File: src/rtl/axi_pkg.sv
// Shared AXI definitions for the SRAM read/write responders: burst codes,
// response codes and the read-side FSM states.
package axi_pkg;

  typedef enum logic [1:0] {
    FIXED = 2'b00,
    INCR  = 2'b01,
    WRAP  = 2'b10,
    RSVD  = 2'b11
  } burst_t;

  localparam logic [1:0] RESP_OKAY   = 2'b00;
  localparam logic [1:0] RESP_EXOKAY = 2'b01;
  localparam logic [1:0] RESP_SLVERR = 2'b10;
  localparam logic [1:0] RESP_DECERR = 2'b11;

  typedef enum logic [1:0] {
    IDLE  = 2'b00,
    FETCH = 2'b01,
    SEND  = 2'b10
  } rd_state_t;

endpackage

File: src/rtl/axi_sram_read_resp_if.sv
// AR and R channel bundle between an interconnect slave port and the
// SRAM read responder.
interface axi_sram_read_resp_if #(
  parameter int IDS_W  = 8,
  parameter int DATA_W = 32
);
  logic [IDS_W-1:0]  ARID_S;
  logic [31:0]       ARADDR_S;
  logic [3:0]        ARLEN_S;
  logic [2:0]        ARSIZE_S;
  logic [1:0]        ARBURST_S;
  logic              ARVALID_S;
  logic              ARREADY_S;

  logic [IDS_W-1:0]  RID_S;
  logic [DATA_W-1:0] RDATA_S;
  logic [1:0]        RRESP_S;
  logic              RLAST_S;
  logic              RVALID_S;
  logic              RREADY_S;

  modport master (
    output ARID_S, ARADDR_S, ARLEN_S, ARSIZE_S, ARBURST_S, ARVALID_S, RREADY_S,
    input  ARREADY_S, RID_S, RDATA_S, RRESP_S, RLAST_S, RVALID_S
  );

  modport slave (
    input  ARID_S, ARADDR_S, ARLEN_S, ARSIZE_S, ARBURST_S, ARVALID_S, RREADY_S,
    output ARREADY_S, RID_S, RDATA_S, RRESP_S, RLAST_S, RVALID_S
  );
endinterface

File: src/rtl/axi_burst_addr_gen.sv
// Combinational next-word-address generator for AXI FIXED/INCR/WRAP bursts;
// shared by the read and write SRAM responders.
module axi_burst_addr_gen
  import axi_pkg::*;
#(
  parameter int AW = 14
) (
  input  logic [AW-1:0] cur_addr,
  input  logic [3:0]    len,
  input  burst_t        burst,
  output logic [AW-1:0] next_addr,
  output logic          wrap_illegal
);

  logic [AW-1:0] incr_addr;
  logic [AW-1:0] wrap_addr;
  logic [AW-1:0] mask;
  logic          len_is_wrap;

  assign incr_addr    = cur_addr + AW'(1);
  assign mask         = AW'(len);
  assign len_is_wrap  = (len == 4'd1) || (len == 4'd3) || (len == 4'd7) || (len == 4'd15);
  assign wrap_illegal = (burst == WRAP) && !len_is_wrap;

  // Bits under the wrap mask count up, bits above it stay pinned to the window.
  for (genvar gi = 0; gi < AW; gi++) begin : g_wrap
    assign wrap_addr[gi] = mask[gi] ? incr_addr[gi] : cur_addr[gi];
  end

  always_comb begin
    next_addr = incr_addr;
    case (burst)
      FIXED:   next_addr = cur_addr;
      WRAP:    next_addr = len_is_wrap ? wrap_addr : incr_addr;
      default: next_addr = incr_addr;
    endcase
  end

endmodule

File: src/rtl/axi_sram_read_resp.sv
// AXI4 slave read responder over a 1-cycle-latency single-port SRAM.
// Define RD_DECERR_EN to answer out-of-window addresses with DECERR.
module axi_sram_read_resp
  import axi_pkg::*;
#(
  parameter int          DATA_W   = 32,
  parameter int          IDS_W    = 8,
  parameter int          MEM_AW   = 14,
  parameter logic [31:0] BASE_TAG = 32'h0
) (
  input  logic                 ACLK,
  input  logic                 ARESETn,
  axi_sram_read_resp_if.slave  s,
  output logic                 mem_cs,
  output logic                 mem_oe,
  output logic [MEM_AW-1:0]    mem_addr,
  input  logic [DATA_W-1:0]    mem_rdata
);

  rd_state_t         state_reg;
  logic [IDS_W-1:0]  id_reg;
  logic [MEM_AW-1:0] cur_addr_reg;
  logic [3:0]        len_reg;
  logic [3:0]        beat_cnt_reg;
  burst_t            burst_reg;
  logic              decerr_reg;

  logic              arready_reg;
  logic              rvalid_reg;
  logic              rlast_reg;
  logic [1:0]        rresp_reg;
  logic [IDS_W-1:0]  rid_reg;
  logic [DATA_W-1:0] rdata_reg;
  logic              mem_cs_reg;
  logic              mem_oe_reg;
  logic [MEM_AW-1:0] mem_addr_reg;

  logic [MEM_AW-1:0] next_addr;
  logic              wrap_illegal;
  logic [MEM_AW-1:0] ar_word_addr;
  logic              ar_decerr;
  logic              unused_bits;

  assign ar_word_addr = s.ARADDR_S[MEM_AW+1:2];

`ifdef RD_DECERR_EN
  assign ar_decerr   = (s.ARADDR_S[31:MEM_AW+2] != BASE_TAG[29-MEM_AW:0]);
  assign unused_bits = ^{s.ARSIZE_S, s.ARADDR_S[1:0]};
`else
  assign ar_decerr   = 1'b0;
  assign unused_bits = ^{s.ARSIZE_S, s.ARADDR_S[1:0], s.ARADDR_S[31:MEM_AW+2], BASE_TAG};
`endif

  axi_burst_addr_gen #(.AW(MEM_AW)) u_addr_gen (
    .cur_addr     (cur_addr_reg),
    .len          (len_reg),
    .burst        (burst_reg),
    .next_addr    (next_addr),
    .wrap_illegal (wrap_illegal)
  );

  always_ff @(posedge ACLK) begin
    if (!ARESETn) begin
      state_reg    <= IDLE;
      id_reg       <= '0;
      cur_addr_reg <= '0;
      len_reg      <= '0;
      beat_cnt_reg <= '0;
      burst_reg    <= FIXED;
      decerr_reg   <= 1'b0;
      arready_reg  <= 1'b0;
      rvalid_reg   <= 1'b0;
      rlast_reg    <= 1'b0;
      rresp_reg    <= RESP_OKAY;
      rid_reg      <= '0;
      rdata_reg    <= '0;
      mem_cs_reg   <= 1'b0;
      mem_oe_reg   <= 1'b0;
      mem_addr_reg <= '0;
    end else begin
      case (state_reg)
        IDLE: begin
          rvalid_reg <= 1'b0;
          rlast_reg  <= 1'b0;
          if (s.ARVALID_S && arready_reg) begin
            id_reg       <= s.ARID_S;
            cur_addr_reg <= ar_word_addr;
            len_reg      <= s.ARLEN_S;
            burst_reg    <= burst_t'(s.ARBURST_S);
            beat_cnt_reg <= '0;
            decerr_reg   <= ar_decerr;
            arready_reg  <= 1'b0;
            // Decode-error bursts keep the SRAM idle but still spend the FETCH cycle.
            mem_cs_reg   <= !ar_decerr;
            mem_oe_reg   <= !ar_decerr;
            mem_addr_reg <= ar_word_addr;
            state_reg    <= FETCH;
          end else begin
            arready_reg <= 1'b1;
          end
        end

        FETCH: begin
          mem_cs_reg <= 1'b0;
          mem_oe_reg <= 1'b0;
          rid_reg    <= id_reg;
          rdata_reg  <= decerr_reg ? '0 : mem_rdata;
          if (decerr_reg)
            rresp_reg <= RESP_DECERR;
          else if (burst_reg == RSVD || wrap_illegal)
            rresp_reg <= RESP_SLVERR;
          else
            rresp_reg <= RESP_OKAY;
          rvalid_reg <= 1'b1;
          rlast_reg  <= (beat_cnt_reg == len_reg);
          state_reg  <= SEND;
        end

        SEND: begin
          if (s.RREADY_S) begin
            rvalid_reg <= 1'b0;
            rlast_reg  <= 1'b0;
            if (rlast_reg) begin
              arready_reg <= 1'b1;
              state_reg   <= IDLE;
            end else begin
              beat_cnt_reg <= beat_cnt_reg + 4'd1;
              cur_addr_reg <= next_addr;
              mem_cs_reg   <= !decerr_reg;
              mem_oe_reg   <= !decerr_reg;
              mem_addr_reg <= next_addr;
              state_reg    <= FETCH;
            end
          end
        end

        default: state_reg <= IDLE;
      endcase
    end
  end

  assign s.ARREADY_S = arready_reg;
  assign s.RVALID_S  = rvalid_reg;
  assign s.RLAST_S   = rlast_reg;
  assign s.RRESP_S   = rresp_reg;
  assign s.RID_S     = rid_reg;
  assign s.RDATA_S   = rdata_reg;
  assign mem_cs      = mem_cs_reg;
  assign mem_oe      = mem_oe_reg;
  assign mem_addr    = mem_addr_reg;

endmodule
File: src/flat_wrapper.sv
// flat-port wrapper written by rule: the top's interface ports become plain ports
module axi_sram_read_resp_flat import axi_pkg::*;
#(
  parameter int          DATA_W   = 32,
  parameter int          IDS_W    = 8,
  parameter int          MEM_AW   = 14,
  parameter logic [31:0] BASE_TAG = 32'h0
)
  (ACLK, ARESETn, mem_cs, mem_oe, mem_addr, mem_rdata, s_ARID_S, s_ARADDR_S, s_ARLEN_S, s_ARSIZE_S, s_ARBURST_S, s_ARVALID_S, s_RREADY_S, s_ARREADY_S, s_RID_S, s_RDATA_S, s_RRESP_S, s_RLAST_S, s_RVALID_S);
  axi_sram_read_resp_if #(.IDS_W(IDS_W), .DATA_W(DATA_W)) s_i ();
  input  logic ACLK;
  input  logic ARESETn;
  output logic mem_cs;
  output logic mem_oe;
  output logic [MEM_AW-1:0] mem_addr;
  input  logic [DATA_W-1:0] mem_rdata;
  input wire logic [$bits(s_i.ARID_S)-1:0] s_ARID_S;
  input wire logic [$bits(s_i.ARADDR_S)-1:0] s_ARADDR_S;
  input wire logic [$bits(s_i.ARLEN_S)-1:0] s_ARLEN_S;
  input wire logic [$bits(s_i.ARSIZE_S)-1:0] s_ARSIZE_S;
  input wire logic [$bits(s_i.ARBURST_S)-1:0] s_ARBURST_S;
  input wire logic [$bits(s_i.ARVALID_S)-1:0] s_ARVALID_S;
  input wire logic [$bits(s_i.RREADY_S)-1:0] s_RREADY_S;
  output wire logic [$bits(s_i.ARREADY_S)-1:0] s_ARREADY_S;
  output wire logic [$bits(s_i.RID_S)-1:0] s_RID_S;
  output wire logic [$bits(s_i.RDATA_S)-1:0] s_RDATA_S;
  output wire logic [$bits(s_i.RRESP_S)-1:0] s_RRESP_S;
  output wire logic [$bits(s_i.RLAST_S)-1:0] s_RLAST_S;
  output wire logic [$bits(s_i.RVALID_S)-1:0] s_RVALID_S;
  assign s_i.ARID_S = s_ARID_S;
  assign s_i.ARADDR_S = s_ARADDR_S;
  assign s_i.ARLEN_S = s_ARLEN_S;
  assign s_i.ARSIZE_S = s_ARSIZE_S;
  assign s_i.ARBURST_S = s_ARBURST_S;
  assign s_i.ARVALID_S = s_ARVALID_S;
  assign s_i.RREADY_S = s_RREADY_S;
  assign s_ARREADY_S = s_i.ARREADY_S;
  assign s_RID_S = s_i.RID_S;
  assign s_RDATA_S = s_i.RDATA_S;
  assign s_RRESP_S = s_i.RRESP_S;
  assign s_RLAST_S = s_i.RLAST_S;
  assign s_RVALID_S = s_i.RVALID_S;
  axi_sram_read_resp #(.DATA_W(DATA_W), .IDS_W(IDS_W), .MEM_AW(MEM_AW), .BASE_TAG(BASE_TAG)) u_core (.ACLK(ACLK), .ARESETn(ARESETn), .s(s_i), .mem_cs(mem_cs), .mem_oe(mem_oe), .mem_addr(mem_addr), .mem_rdata(mem_rdata));
endmodule
File: config.mk
export PLATFORM = sky130hd
export DESIGN_NAME = axi_sram_read_resp_flat
export DESIGN_NICKNAME = d
export VERILOG_FILES = /design/src/rtl/axi_pkg.sv /design/src/rtl/axi_sram_read_resp_if.sv /design/src/rtl/axi_burst_addr_gen.sv /design/src/rtl/axi_sram_read_resp.sv /design/src/flat_wrapper.sv
export SDC_FILE = /design/constraint.sdc
export NUM_CORES = 1
export LEC_CHECK = 0
export CAP_MARGIN = 20
export CORE_ASPECT_RATIO = 0.6
export CORE_UTILIZATION = 43
export DETAILED_ROUTE_END_ITERATION = 8
export PLACE_DENSITY = 0.82
export SLEW_MARGIN = 30
export SYNTH_ARGS = -nofsm -noshare
export SYNTH_HDL_FRONTEND = slang
export SYNTH_HIERARCHICAL = 1
export SYNTH_SLANG_ARGS = --single-unit
File: constraint.sdc
create_clock -name ACLK -period 2.3 [get_ports ACLK]
set_input_delay 0.46 -clock ACLK [delete_from_list [all_inputs] [get_ports ACLK]]
set_output_delay 0.46 -clock ACLK [all_outputs]
set_load 0.02 [all_outputs]
==> flow_summary.toml <==
[worst_hold_path]
hold_path.class = "reg -> reg"

[worst_setup_path]
path_delay_family = "buffers and inverters"
setup.worst_path.start_class = "register"
path_cells = "clkdlybuf4s50_1"
crit_slowest_cell = "clkdlybuf4s50_1"
critical_path.max_stage_delay_ns = 0.64
path_buf_inv = 1
required_ns = 1.84
cp-end-kind = "output pin"
worst-path-max-fanout = 6
arrival_ns = 1.40
crit_type = "reg -> out"

[drt]
ant_nets = 0
wl_per_cell_um = 13.79
drc = 0
vias_per_cell = 5.108
wirelength_mm = 8.799
drt_first_pass_iters = 4
drt-initial-drc-count = 181
vias = 3259

[timing]
fin_setup_tns_ns = 0
tightest_slew_ns = 0.5717
slew_headroom_pct = 61.81
clock_skew_ns = 0.005281
setup_slack_ns = 0.4378
drv_slew = 0
hold_viol = 0
rsz0062_at_grt = "no"
finalCritPeriodShare_pct = 80.97
period_minus_slack_ns = 1.862
setup_violations = 0
clock.fmax_ghz = 0.5370

[yosys]
post-synth-top-count-cell = "nand2_1"
synth_common_cells = "nand2_1 (113), dfxtp_1 (79), a21oi_1 (64), xnor2_1 (17), nor3_1 (16)"
async_flop_share_pct = 0
syn_inst = 415
synth_top_area_share_pct = 45.24
synth-main-ff-cell = "dfxtp_1"
synthXorXnorAreaFrac_pct = 4.259
synth_edf_count = 0
ys_ff_latch = 79
synth-simple-area-share_pct = 21.37
synthAdderAreaFrac_pct = 0.7158
yosysSeqAreaShare_pct = 45.24
yosysWarnings = 6
syn_area_um2 = 3496
syn_nets = 502
synth_compound_area_share_pct = 17.32
synth_top_area_cell = "dfxtp_1"
syn_avg_cell_area_um2 = 8.424
synth_area_leaders = "dfxtp_1 (45%), nand2_1 (12%), a21oi_1 (9.2%)"
yosysUniqueCellTypes = 45
synth_top_family_by_area = "simple AND/OR/NAND/NOR gates"
synthMuxAreaShare_pct = 4.331

[pwr]
vdd_ir_drop_max_mv = 0.3647
p_sw_share_pct = 24.87
p_seq_share_pct = 42.2
p_comb_share_pct = 16.4
power.switching_uw = 891.1
intPower_uw = 2692
clock_power_share_pct = 41.4
p_per_area_nw_per_um2 = 706.7
p_leak_uw = 0.001694

[clock_network]
root_buffer = "clkbuf_16"
clk_pin_slew_worst_paths_ns = 0.06
post-cts-setup-buffers = 0
cts_tree = "done"
cts.sinks = 79
hold_buffers = 0
htree_levels = 3
clk_latency_ns = 0.32
cts_resized = 0
cts_made_buffers = 9
cts_buffer_depth = 2

[die]
io-pin-count = 146
die_x_um = 118.4
rows = 25
core_um2 = 7883
dieHeight_um = 71.84
start_util_pct = 44.35
die-area_um2 = 8506

[placement]
place_congestion = 0.8219
dpl.hpwl_mm = 6.144
portBuffers = 123
place_ws_ns = 0.3242

[global_routing]
antenna_found_initial = 0
grt_start_max_net_pins = 46
first_global_vias = 2965
grt_overflow_total = 0
grt.total_usage_pct = 21.11
grt_pass1_wl_mm = 14.24

[final_layout]
multi_input_area_um2 = 1689
register_area_um2 = 1582
drive_gt1_share_pct = 7.358
antennaDiodeCount = 0
syn2layout_area_growth_pct = 45.02
largest_reg_flops = 32
fillers = 671
post-route-util_pct = 64.32
finalNetCount = 612

[status]
status = "complete, no violations"

[job]
max-cap-violations = 0
[kinds of logic (layout without fill, tap and decap cells)]
logic type,count (synthesis),count (layout)
compound gates,95,95
other cells,1,1
xor+xnor,17,17
fa+ha+maj,2,2
mux,15,15
flops,79,79
buf+inv,40,155
simple gates,166,166
[per-stage QoR]
| stage | instances | area [um2] | hold slack [ns] | total power [uW] |
|---|---|---|---|---|
| after floorplan | 415 | 3496 | 0.4321 | 1855 |
| after global placement | 622 | 4756 | 0.4370 | 2112 |
| after detailed placement | 622 | 4756 | 0.4466 | 2129 |
| after CTS | 638 | 5070 | 0.4549 | 3622 |
| after global routing | 638 | 5070 | 0.4644 | 3739 |
| final | 638 | 5070 | 0.4523 | 3583 |
[layout make-up]
| type | count | area share, % |
|---|---|---|
| clock buffer | 10 | 4.516 |
| tap | 108 | 2.665 |
| timing repair buffer | 132 | 26.11 |
| clock inverter | 6 | 1.678 |
| multi-input combinational | 296 | 33.32 |
| sequential | 79 | 31.19 |
| inverter | 7 | 0.5183 |
[path summary, 6_finish.rpt]
| check | slack [ns] | start | cells past startpoint | endpoint |
|---|---|---|---|---|
| worst min-delay path | 0.45 | u_core/s.RDATA_S[17] | 2 | u_core/s.RDATA_S[17] |
| worst max-delay path | 0.44 | u_core/mem_addr[4] | 1 | mem_addr[4] |
| worst min register to register | 0.45 | u_core/s.RDATA_S[17] | 2 | u_core/s.RDATA_S[17] |
| worst max register to register | 0.49 | u_core/len_reg[0] | 6 | u_core/mem_addr[1] |
[power by group through the flow]
stage	sequential, uW	clock, uW	combinational, uW
3_5_place_dp	1540	0	587
2_1_floorplan	1590	0	263
4_1_cts	1510	1520	590
3_3_place_gp	1540	0	576
5_1_grt	1520	1580	632
6_report	1510	1480	588
[worst reg2reg max path: stages, from the launching register on]
cell      delay [ns]
dfxtp_1         0.49
nand2b_1        0.13
or3_1           0.34
a21oi_2         0.15
mux2_1          0.34
mux2i_1         0.14
a211oi_1        0.08
[placed cells by master (no fill, tap or decap), types with 2 or more instances in the layout]
cell	Yosys	layout
a211oi_1	7	7
a211oi_2	7	7
a21oi_1	64	64
a311oi_1	3	3
buf_12	1	2
buf_4	8	7
bufinv_16	0	2
clkbuf_16	0	9
clkdlybuf4s50_1	0	123
clkinv_2	0	2
clkinvlp_4	0	2
dfxtp_1	79	79
ha_1	2	2
inv_1	7	6
mux2i_1	14	14
nand2_1	113	113
nand2b_1	6	6
nand3_1	11	11
nand4_1	4	4
nand4bb_1	2	2
nor2_1	3	3
nor3_1	16	16
o21ai_0	3	3
o21ai_1	2	2
xnor2_1	17	17
[per-layer routing]
metal | up-vias | routed length (um) | track usage [%]
met5 | - | 0 | 0
met4 | 0 | 80 | 5.767
met3 | 10 | 605 | 5.494
met2 | 135 | 3859 | 32.94
met1 | 1486 | 4254 | 29.09
li1 | 1628 | - | -
Power figures use the tool's default switching activity.
